**src/rtl/mem_ring_station_pkg.sv**
```systemverilog
// Shared ring definitions: slot-type codes, address-word layout and station FSM states.
package mem_ring_station_pkg;

  typedef enum logic [3:0] {
    SlotNull   = 4'd0,
    SlotToken  = 4'd1,
    SlotAddr   = 4'd2,
    SlotWrData = 4'd3
  } slot_type_e;

  localparam int unsigned AddrWidth   = 26;
  localparam int unsigned AddrLsb     = 0;
  localparam int unsigned AddrReadBit = 28;

  typedef enum logic [2:0] {
    StIdle,
    StWaitToken,
    StSendAddr,
    StSendData,
    StRelease
  } state_e;

  // Address slot payload: read flag at bit 28, line address in the low bits, rest zero.
  function automatic logic [31:0] make_addr_word(input logic rd, input logic [AddrWidth-1:0] addr);
    logic [31:0] w;
    w = '0;
    w[AddrLsb +: AddrWidth] = addr;
    w[AddrReadBit] = rd;
    return w;
  endfunction

endpackage

```
**src/rtl/mem_ring_station_rd_return_catcher.sv**
```systemverilog
// Collects read-return words addressed to this station and tracks the outstanding read.
module rd_return_catcher
  import mem_ring_station_pkg::*;
#(
  parameter logic [3:0]  MY_ID  = 4'd1,
  parameter int unsigned NWORDS = 8
) (
  input  logic        clock,
  input  logic        reset,
  input  logic        set_pending_i,
  input  logic [31:0] rd_return_i,
  input  logic [3:0]  rd_dest_i,
  output logic        read_pending_o,
  output logic [31:0] rd_word_o,
  output logic        rd_word_valid_o,
  output logic        read_done_o
);

  localparam int unsigned CntW = (NWORDS > 1) ? $clog2(NWORDS) : 1;
  localparam logic [CntW-1:0] LastCnt = CntW'(NWORDS - 1);

  logic            pending_q, pending_d;
  logic [CntW-1:0] cnt_q, cnt_d;
  logic [31:0]     word_q, word_d;
  logic            valid_q, valid_d;
  logic            done_q, done_d;

  always_comb begin
    pending_d = pending_q;
    cnt_d     = cnt_q;
    word_d    = word_q;
    valid_d   = 1'b0;
    done_d    = 1'b0;
    if (pending_q && (rd_dest_i == MY_ID)) begin
      word_d  = rd_return_i;
      valid_d = 1'b1;
      if (cnt_q == LastCnt) begin
        cnt_d     = '0;
        done_d    = 1'b1;
        pending_d = 1'b0;
      end else begin
        cnt_d = cnt_q + 1'b1;
      end
    end
    if (set_pending_i) begin
      pending_d = 1'b1;
    end
  end

  always_ff @(posedge clock) begin
    if (reset) begin
      pending_q <= 1'b0;
      cnt_q     <= '0;
      word_q    <= '0;
      valid_q   <= 1'b0;
      done_q    <= 1'b0;
    end else begin
      pending_q <= pending_d;
      cnt_q     <= cnt_d;
      word_q    <= word_d;
      valid_q   <= valid_d;
      done_q    <= done_d;
    end
  end

  assign read_pending_o  = pending_q;
  assign rd_word_o       = word_q;
  assign rd_word_valid_o = valid_q;
  assign read_done_o     = done_q;

endmodule

```
**src/rtl/mem_ring_station.sv**
```systemverilog
// Token-ring memory station: waits for the token, sends an address (and write burst),
// releases the token, and collects read returns from the memory controller.
module mem_ring_station
  import mem_ring_station_pkg::*;
#(
  parameter logic [3:0]  MY_ID  = 4'd1,
  parameter int unsigned NWORDS = 8
) (
  input  logic        clock,
  input  logic        reset,
  input  logic        req_valid_i,
  output logic        req_ready_o,
  input  logic        req_read_i,
  input  logic [25:0] req_addr_i,
  output logic        wd_pop_o,
  input  logic [31:0] wd_word_i,
  input  logic [31:0] ring_in_i,
  input  logic [3:0]  slot_type_in_i,
  input  logic [3:0]  source_in_i,
  output logic [31:0] ring_out_o,
  output logic [3:0]  slot_type_out_o,
  output logic [3:0]  source_out_o,
  input  logic [31:0] rd_return_i,
  input  logic [3:0]  rd_dest_i,
  output logic [31:0] rd_word_o,
  output logic        rd_word_valid_o,
  output logic        read_done_o,
  output logic        busy_o
);

  localparam int unsigned CntW = (NWORDS > 1) ? $clog2(NWORDS) : 1;
  localparam logic [CntW-1:0] LastCnt = CntW'(NWORDS - 1);

  state_e          state_q, state_d;
  logic [CntW-1:0] cnt_q, cnt_d;
  logic            rd_q, rd_d;
  logic [25:0]     addr_q, addr_d;
  logic [31:0]     data_q, data_d;
  logic [3:0]      type_q, type_d;
  logic [3:0]      src_q, src_d;

  logic [31:0] filt_data;
  logic [3:0]  filt_type, filt_src;
  logic        slot_free, wd_pop, set_pending, req_ready, read_pending;

  always_comb begin
    filt_data = ring_in_i;
    filt_type = slot_type_in_i;
    filt_src  = source_in_i;
    // Our own message has gone all the way round; drop it.
    if (source_in_i == MY_ID) begin
      filt_data = '0;
      filt_type = SlotNull;
      filt_src  = '0;
    end
    slot_free = (filt_type == SlotNull);

    state_d     = state_q;
    cnt_d       = cnt_q;
    rd_d        = rd_q;
    addr_d      = addr_q;
    data_d      = filt_data;
    type_d      = filt_type;
    src_d       = filt_src;
    wd_pop      = 1'b0;
    set_pending = 1'b0;
    req_ready   = 1'b0;

    unique case (state_q)
      StIdle: begin
        req_ready = ~read_pending;
        if (req_valid_i && req_ready) begin
          rd_d    = req_read_i;
          addr_d  = req_addr_i;
          state_d = StWaitToken;
        end
      end
      StWaitToken: begin
        if (filt_type == SlotToken) begin
          data_d  = '0;
          type_d  = SlotNull;
          src_d   = '0;
          state_d = StSendAddr;
        end
      end
      StSendAddr: begin
        if (slot_free) begin
          data_d = make_addr_word(rd_q, addr_q);
          type_d = SlotAddr;
          src_d  = MY_ID;
          if (rd_q) begin
            set_pending = 1'b1;
            state_d     = StRelease;
          end else begin
            state_d = StSendData;
          end
        end
      end
      StSendData: begin
        if (slot_free) begin
          data_d = wd_word_i;
          type_d = SlotWrData;
          src_d  = MY_ID;
          wd_pop = 1'b1;
          if (cnt_q == LastCnt) begin
            cnt_d   = '0;
            state_d = StRelease;
          end else begin
            cnt_d = cnt_q + 1'b1;
          end
        end
      end
      StRelease: begin
        if (slot_free) begin
          data_d  = '0;
          type_d  = SlotToken;
          src_d   = '0;
          state_d = StIdle;
        end
      end
      default: state_d = StIdle;
    endcase
  end

  always_ff @(posedge clock) begin
    if (reset) begin
      state_q <= StIdle;
      cnt_q   <= '0;
      rd_q    <= 1'b0;
      addr_q  <= '0;
      data_q  <= '0;
      type_q  <= SlotNull;
      src_q   <= '0;
    end else begin
      state_q <= state_d;
      cnt_q   <= cnt_d;
      rd_q    <= rd_d;
      addr_q  <= addr_d;
      data_q  <= data_d;
      type_q  <= type_d;
      src_q   <= src_d;
    end
  end

  rd_return_catcher #(
    .MY_ID  (MY_ID),
    .NWORDS (NWORDS)
  ) u_catcher (
    .clock           (clock),
    .reset           (reset),
    .set_pending_i   (set_pending),
    .rd_return_i     (rd_return_i),
    .rd_dest_i       (rd_dest_i),
    .read_pending_o  (read_pending),
    .rd_word_o       (rd_word_o),
    .rd_word_valid_o (rd_word_valid_o),
    .read_done_o     (read_done_o)
  );

  // No write word is consumed while the burst is being abandoned by reset.
  assign wd_pop_o        = wd_pop & ~reset;
  assign req_ready_o     = req_ready;
  assign ring_out_o      = data_q;
  assign slot_type_out_o = type_q;
  assign source_out_o    = src_q;
  assign busy_o          = (state_q != StIdle) | read_pending;

endmodule

```
**config.mk**
```make
export PLATFORM = sky130hd
export DESIGN_NAME = mem_ring_station
export DESIGN_NICKNAME = d
export VERILOG_FILES = /design/src/rtl/mem_ring_station_pkg.sv /design/src/rtl/mem_ring_station_rd_return_catcher.sv /design/src/rtl/mem_ring_station.sv
export SDC_FILE = /design/constraint.sdc
export NUM_CORES = 1
export LEC_CHECK = 0
export CORE_UTILIZATION = 35
export DETAILED_ROUTE_END_ITERATION = 16
export GPL_TIMING_DRIVEN = 0
export MAX_ROUTING_LAYER = met4
export PLACE_DENSITY = 0.7
export SYNTH_ARGS = -nofsm -noshare
export SYNTH_HDL_FRONTEND = slang
export SYNTH_SLANG_ARGS = --single-unit
export TNS_END_PERCENT = 5
```
**constraint.sdc**
```tcl
create_clock -name clock -period 4.1 [get_ports clock]
set_input_delay 1.025 -clock clock [delete_from_list [all_inputs] [get_ports clock]]
set_output_delay 1.025 -clock clock [all_outputs]
set_load 0.01 [all_outputs]
```
== Yosys cells after proc, flatten, opt, wreduce, memory -nomap -nowiden ==
Cells that the tools add are included.
Word-level totals
  memories: 0
  bits in latches: 0
  RAM bits: 0
  ROM bits: 0
  output and inout port bits: 77
  register bits after elaboration: 111
  input bits: 138
Cells by class
  reductions and logical operators: 13
  shift-type cells: 0
  multiply operators: 0
  divide/modulo/power cells: 0
  equality and inequality tests: 15
  add/sub/neg operators: 2
  multiplexer cells: 38
  magnitude comparators: 0
  bitwise operators: 5
Operators with widths (count)
  32-bit 2-to-1 mux: 5
  32-bit one-hot mux with 4 select lines: 1
  4-bit 2-to-1 mux: 9
  3-bit 2-to-1 mux: 9
  4-bit one-hot mux with 4 select lines: 1
  3-bit one-hot mux with 5 select lines: 1
  4-bit by 1-bit == test with 1-bit output, second input constant: 3
  2-bit != test, second input constant: 6
  4-bit one-hot mux with 3 select lines: 1
  1-bit 2-to-1 mux: 11
  3-bit == test, second input constant: 3
  3-bit by 1-bit adder with 3-bit output, second input constant: 2
  3-bit by 2-bit == test with 1-bit output, second input constant: 2
  2-bit AND reduction: 3
  6-bit AND reduction: 1
  4-bit zero test: 1
  2-bit nonzero test: 2
  2-bit OR reduction: 2
  3-bit by 1-bit == test with 1-bit output, second input constant: 1
  3-bit zero test: 1
  1-bit inverter: 3
  3-bit nonzero test: 1
  1-bit logical AND: 2
  1-bit bitwise AND: 1
  1-bit bitwise OR: 1

== Logic depth before layout (Yosys ltp) ==
  depth in word-level cells: 7
  gate-level depth with buffers: 8

== Cells and area by module ==
A second synthesis with hierarchy kept.
Second synthesis, totals
  cell total of the unflattened synthesis: 515
  area, all modules: 4498.1 sq um
By module, submodules not included
  mem_ring_station: times used 1, area an instance 3049.2 sq um, cells an instance 344
  rd_return_catcher: times used 1, area an instance 1448.9 sq um, cells an instance 171

== Worst setup path before layout ==
Ideal clock, no wire load.
  path kind: in2out
  start: in slot_type_in_i[0]
  end: out wd_pop_o
  stages on the path: 3
  required time: 3.075 ns
  arrival time: 2.120 ns
  setup slack: 0.955 ns
  cell sequence: nor4_1 > nor2_1 > nor3_1
On the way
  cells in the longest elaborated chain, start to end: 5
Ends and longest elaborated chain
  start, declared: line mem_ring_station.sv:18  | input logic [3:0] slot_type_in_i,
  4-bit 2-to-1 mux: line mem_ring_station.sv:51  | if (source_in_i == MY_ID) begin
  4-bit zero test: line mem_ring_station.sv:56  | slot_free = (filt_type == SlotNull);
  1-bit 2-to-1 mux: line mem_ring_station.sv:100  | if (slot_free) begin
  1-bit 2-to-1 mux: line mem_ring_station.sv:69  | unique case (state_q)
  1-bit bitwise AND: line mem_ring_station.sv:161  | assign wd_pop_o = wd_pop & ~reset;
  end, declared: line mem_ring_station.sv:15  | output logic wd_pop_o,
No other way between the ends.

== Worst setup path in the final report ==
  start: in source_in_i[1]
  end: out wd_pop_o
On the way
  cells in the longest elaborated chain, start to end: 6
Ends and longest elaborated chain
  start, declared: line mem_ring_station.sv:19  | input logic [3:0] source_in_i,
  4-bit by 1-bit == test with 1-bit output: line mem_ring_station.sv:51
  4-bit 2-to-1 mux: line mem_ring_station.sv:51
  4-bit zero test: line mem_ring_station.sv:56
  1-bit 2-to-1 mux: line mem_ring_station.sv:100
  1-bit 2-to-1 mux: line mem_ring_station.sv:69
  1-bit bitwise AND: line mem_ring_station.sv:161
No other way between the ends.

==> impl_results.md <==
* Syn avg cell area at 9.34 um2
* Total number of vias at 4276
* Vias per Instance at 4.90
* Post-Synth XOR/XNOR Area at 0%
* Mapped Nets at 616
* CP startpoint kind: input port
* Syn Inst Count at 474
* Final nets at 842
* Post-Syn Area at 0.00443 mm2
* CTS tree: done
* Die area at 0.0131 mm2
* Ys flop type: dfxtp_1
* Post-synthesis async set-or-reset flop share at 0%
* Routed WL per cell at 15.5 um
* Hold_ws at 0.458 ns
* Slew HR at 47.9%
* FMAX at 250 MHz
* Post-Route WL at 13.6 mm
* PD cells at 406 mW/mm2
* Drt pass-1 iters at 5
* Fin crit period at 4.00 ns
* Clock Pin Slew Worst Setup and Hold Paths at 0.07 ns
* Status: complete, no violations
* # hold bufs at CTS at 0
* First-pass GRT wire length at 21.2 mm
* Number of global-route vias before repair at 4353
* Design Area, Final at 0.00710 mm2
* CTS HTree Levels at 3
* Crit path kind: in -> out
* Initial antenna violation count at 0
* Grt total ovfl at 0
* Number of max-cap violations at 0
* Total GRT Usage at 21.7%
* Synth top cells by count: nand2_1 (132), dfxtp_1 (111), a21oi_1 (70), mux2i_1 (28), clkbuf_1 (22)
* Crit end category: output port
* IO buf count at 213
* Main combinational cell family by area after synthesis: compound AO/OA/AOI/OAI gates
* Ranking of synthesized cells by area: dfxtp_1 (50%), nand2_1 (11%), a21oi_1 (7.9%)
* Required @ worst endpoint at 3.07 ns
* Area Overhead vs Synth at 60.3%
* Measured slew at the worst slew-check pin at 0.782 ns
* Fraction of the mapped netlist area in adder cells at 1.13%
* Setup WS post-layout at 0.104 ns
* Row count at 40
* Post-synth EDFFs at 0
* Share of layout cells above drive strength 1 at 8.51%
* Register bit total from synthesis at 111
* Hold crit path type: reg -> reg
* Multiplexer share of the synthesized area at 6.58%
* Yosys top cell by area: dfxtp_1
* Simple-gate share of the synthesized area at 16.5%
* Sink Count at 111
* Crit Path Max Fanout at 6
* GPL Wtd Cong at 0.865
* Die Wd at 114 um
* Final setup vio count at 0
* CTS buffer count at 9
* Fin crit share at 97.5%
* Synth warnings at 0
* Pins Over Slew Limit at 0
* Latest clock arrival within the worst-skew pair at 0.35 ns
* Iter 0 DRT Violations at 234
* Residual DRC at 0
* Buffer depth of the longest clock path at 2
* Total power at 0.00288 W
* Most frequent cell after synthesis: nand2_1
* Top-Level Pins at 215
* Fin util at 58.4%
* Max VDD drop at 193 uV
* Share of the synthesized area in the top cell type at 50.2%
* Core area at 0.0122 mm2
* Leakage at 2.52 nW
* Sequential area share after synthesis at 50.2%
* Worst EP arrival at 2.97 ns
* Final ANT Viol Nets at 0
* Post-synthesis cell type count at 49
* Die Ht at 114 um
* Initial Utilization at 36.4%
* Pre-CTS WS at -0.553 ns
* Largest net degree at the start of global routing at 18
* Diodes inserted at 0
* Skew final at 0.00806 ns
* HPWL after detailed placement at 10.4 mm
* RSZ-0062 raised after global routing: no
* Compound-Gate Fraction of Synth Area at 21.4%
* Hold Vio Cnt, Final at 0
* Root Driver: clkbuf_16
* Area after DPL at 0.00677 mm2
worst paths after layout:
kind,start,to,slack (ns),cells after the start
hold / removal,u_catcher.rd_word_o[17]$_SDFFE_PP0P_,u_catcher.rd_word_o[17]$_SDFFE_PP0P_,0.46,2
setup / recovery,source_in_i[1],wd_pop_o,0.10,5
hold reg to reg,u_catcher.rd_word_o[17]$_SDFFE_PP0P_,u_catcher.rd_word_o[17]$_SDFFE_PP0P_,0.46,2
setup reg to reg,state_q[1]$_SDFFE_PP0P_,addr_q[23]$_SDFFE_PP0P_,1.70,7
cell families (layout without fill, tap and decap cells):
group | count (synthesis) | in the layout
compound gates | 122 | 122
fa+ha+maj | 4 | 4
buf+inv | 38 | 269
flops | 111 | 111
mux | 29 | 29
simple gates | 170 | 170
through the flow:
| stage | instances | setup TNS (ns) |
|---|---|---|
| after CTS | 871 | 0 |
| final | 873 | 0 |
| after global routing | 873 | 0 |
| after detailed placement | 855 | -0.553 |
| after global placement | 855 | -0.459 |
| after floorplan | 474 | 0 |
cells in the final DEF, fill, tap and decap left out, drive strengths merged, types with 2 or more instances in the layout:
cell type	Yosys	layout
or3	2	2
clkinvlp	0	2
nor2	10	10
clkdlybuf4s50	0	213
nor3	4	4
dfxtp	111	111
nand4	2	2
o2bb2ai	27	27
and2	2	2
ha	4	4
nand3	2	2
nand2	132	132
o21ai	4	4
mux2i	28	28
nor3b	4	4
a32oi	2	2
a22o	4	4
a21oi	70	70
and3	3	3
clkbuf	22	33
nand4b	2	2
inv	4	4
buf	12	14
clkinv	0	3
final cells by class:
| cell class | instances | area, um2 |
|---|---|---|
| fill | 1108 | 5060 |
| sequential | 111 | 2220 |
| timing repair buffer | 215 | 2150 |
| multi-input combinational | 325 | 2060 |
| clock buffer | 11 | 243 |
| tap | 168 | 210 |
| buffer | 34 | 171 |
| clock inverter | 5 | 33.8 |
| inverter | 4 | 15.0 |
sequential cells by signal, indices dropped and copies added, names as in the netlist:
register / cells
u_catcher.read_done_o: 1
u_catcher.rd_word_o: 32
state_q: 3
cnt_q: 3
slot_type_out_o: 4
rd_q: 1
source_out_o: 4
u_catcher.read_pending_o: 1
addr_q: 26
ring_out_o: 32
u_catcher.rd_word_valid_o: 1
u_catcher.cnt_q: 3
repair_timing:
| action | in CTS | in global routing |
|---|---|---|
| buffers inserted | 0 | 2 |
| setup endpoints to repair | 1 | 1 |
| pin swaps | 0 | 2 |
| gates resized for setup | 5 | 0 |
power by group:
part	total [W]	switching, W	leakage, nW	internal (W)
clock	0.000821	0.000392	0.132	0.000428
sequential	0.00121	0.0000417	0.909	0.00117
combinational	0.000851	0.000425	1.48	0.000425
total	0.00288	0.000859	2.52	0.00203
critical path, cell delays in order:
cell and delay (ns):
clkdlybuf4s50_1 0.48, nor4b_4 0.43, nor2_1 0.20, nor3_4 0.24, clkdlybuf4s50_1 0.60
layer usage:
metal / up-vias / share of wire, % / routed length (um) / GRT usage, %
met1: 1957 / 42 / 5710 / 25.1
met4: 0 / 1.8 / 238 / 8.31
met5: - / 0 / 0 / -
met3: 19 / 8.0 / 1090 / 5.45
met2: 203 / 48 / 6530 / 36.2
li1: 2097 / - / - / -
Note: power is estimated with default switching activity, not from simulation.
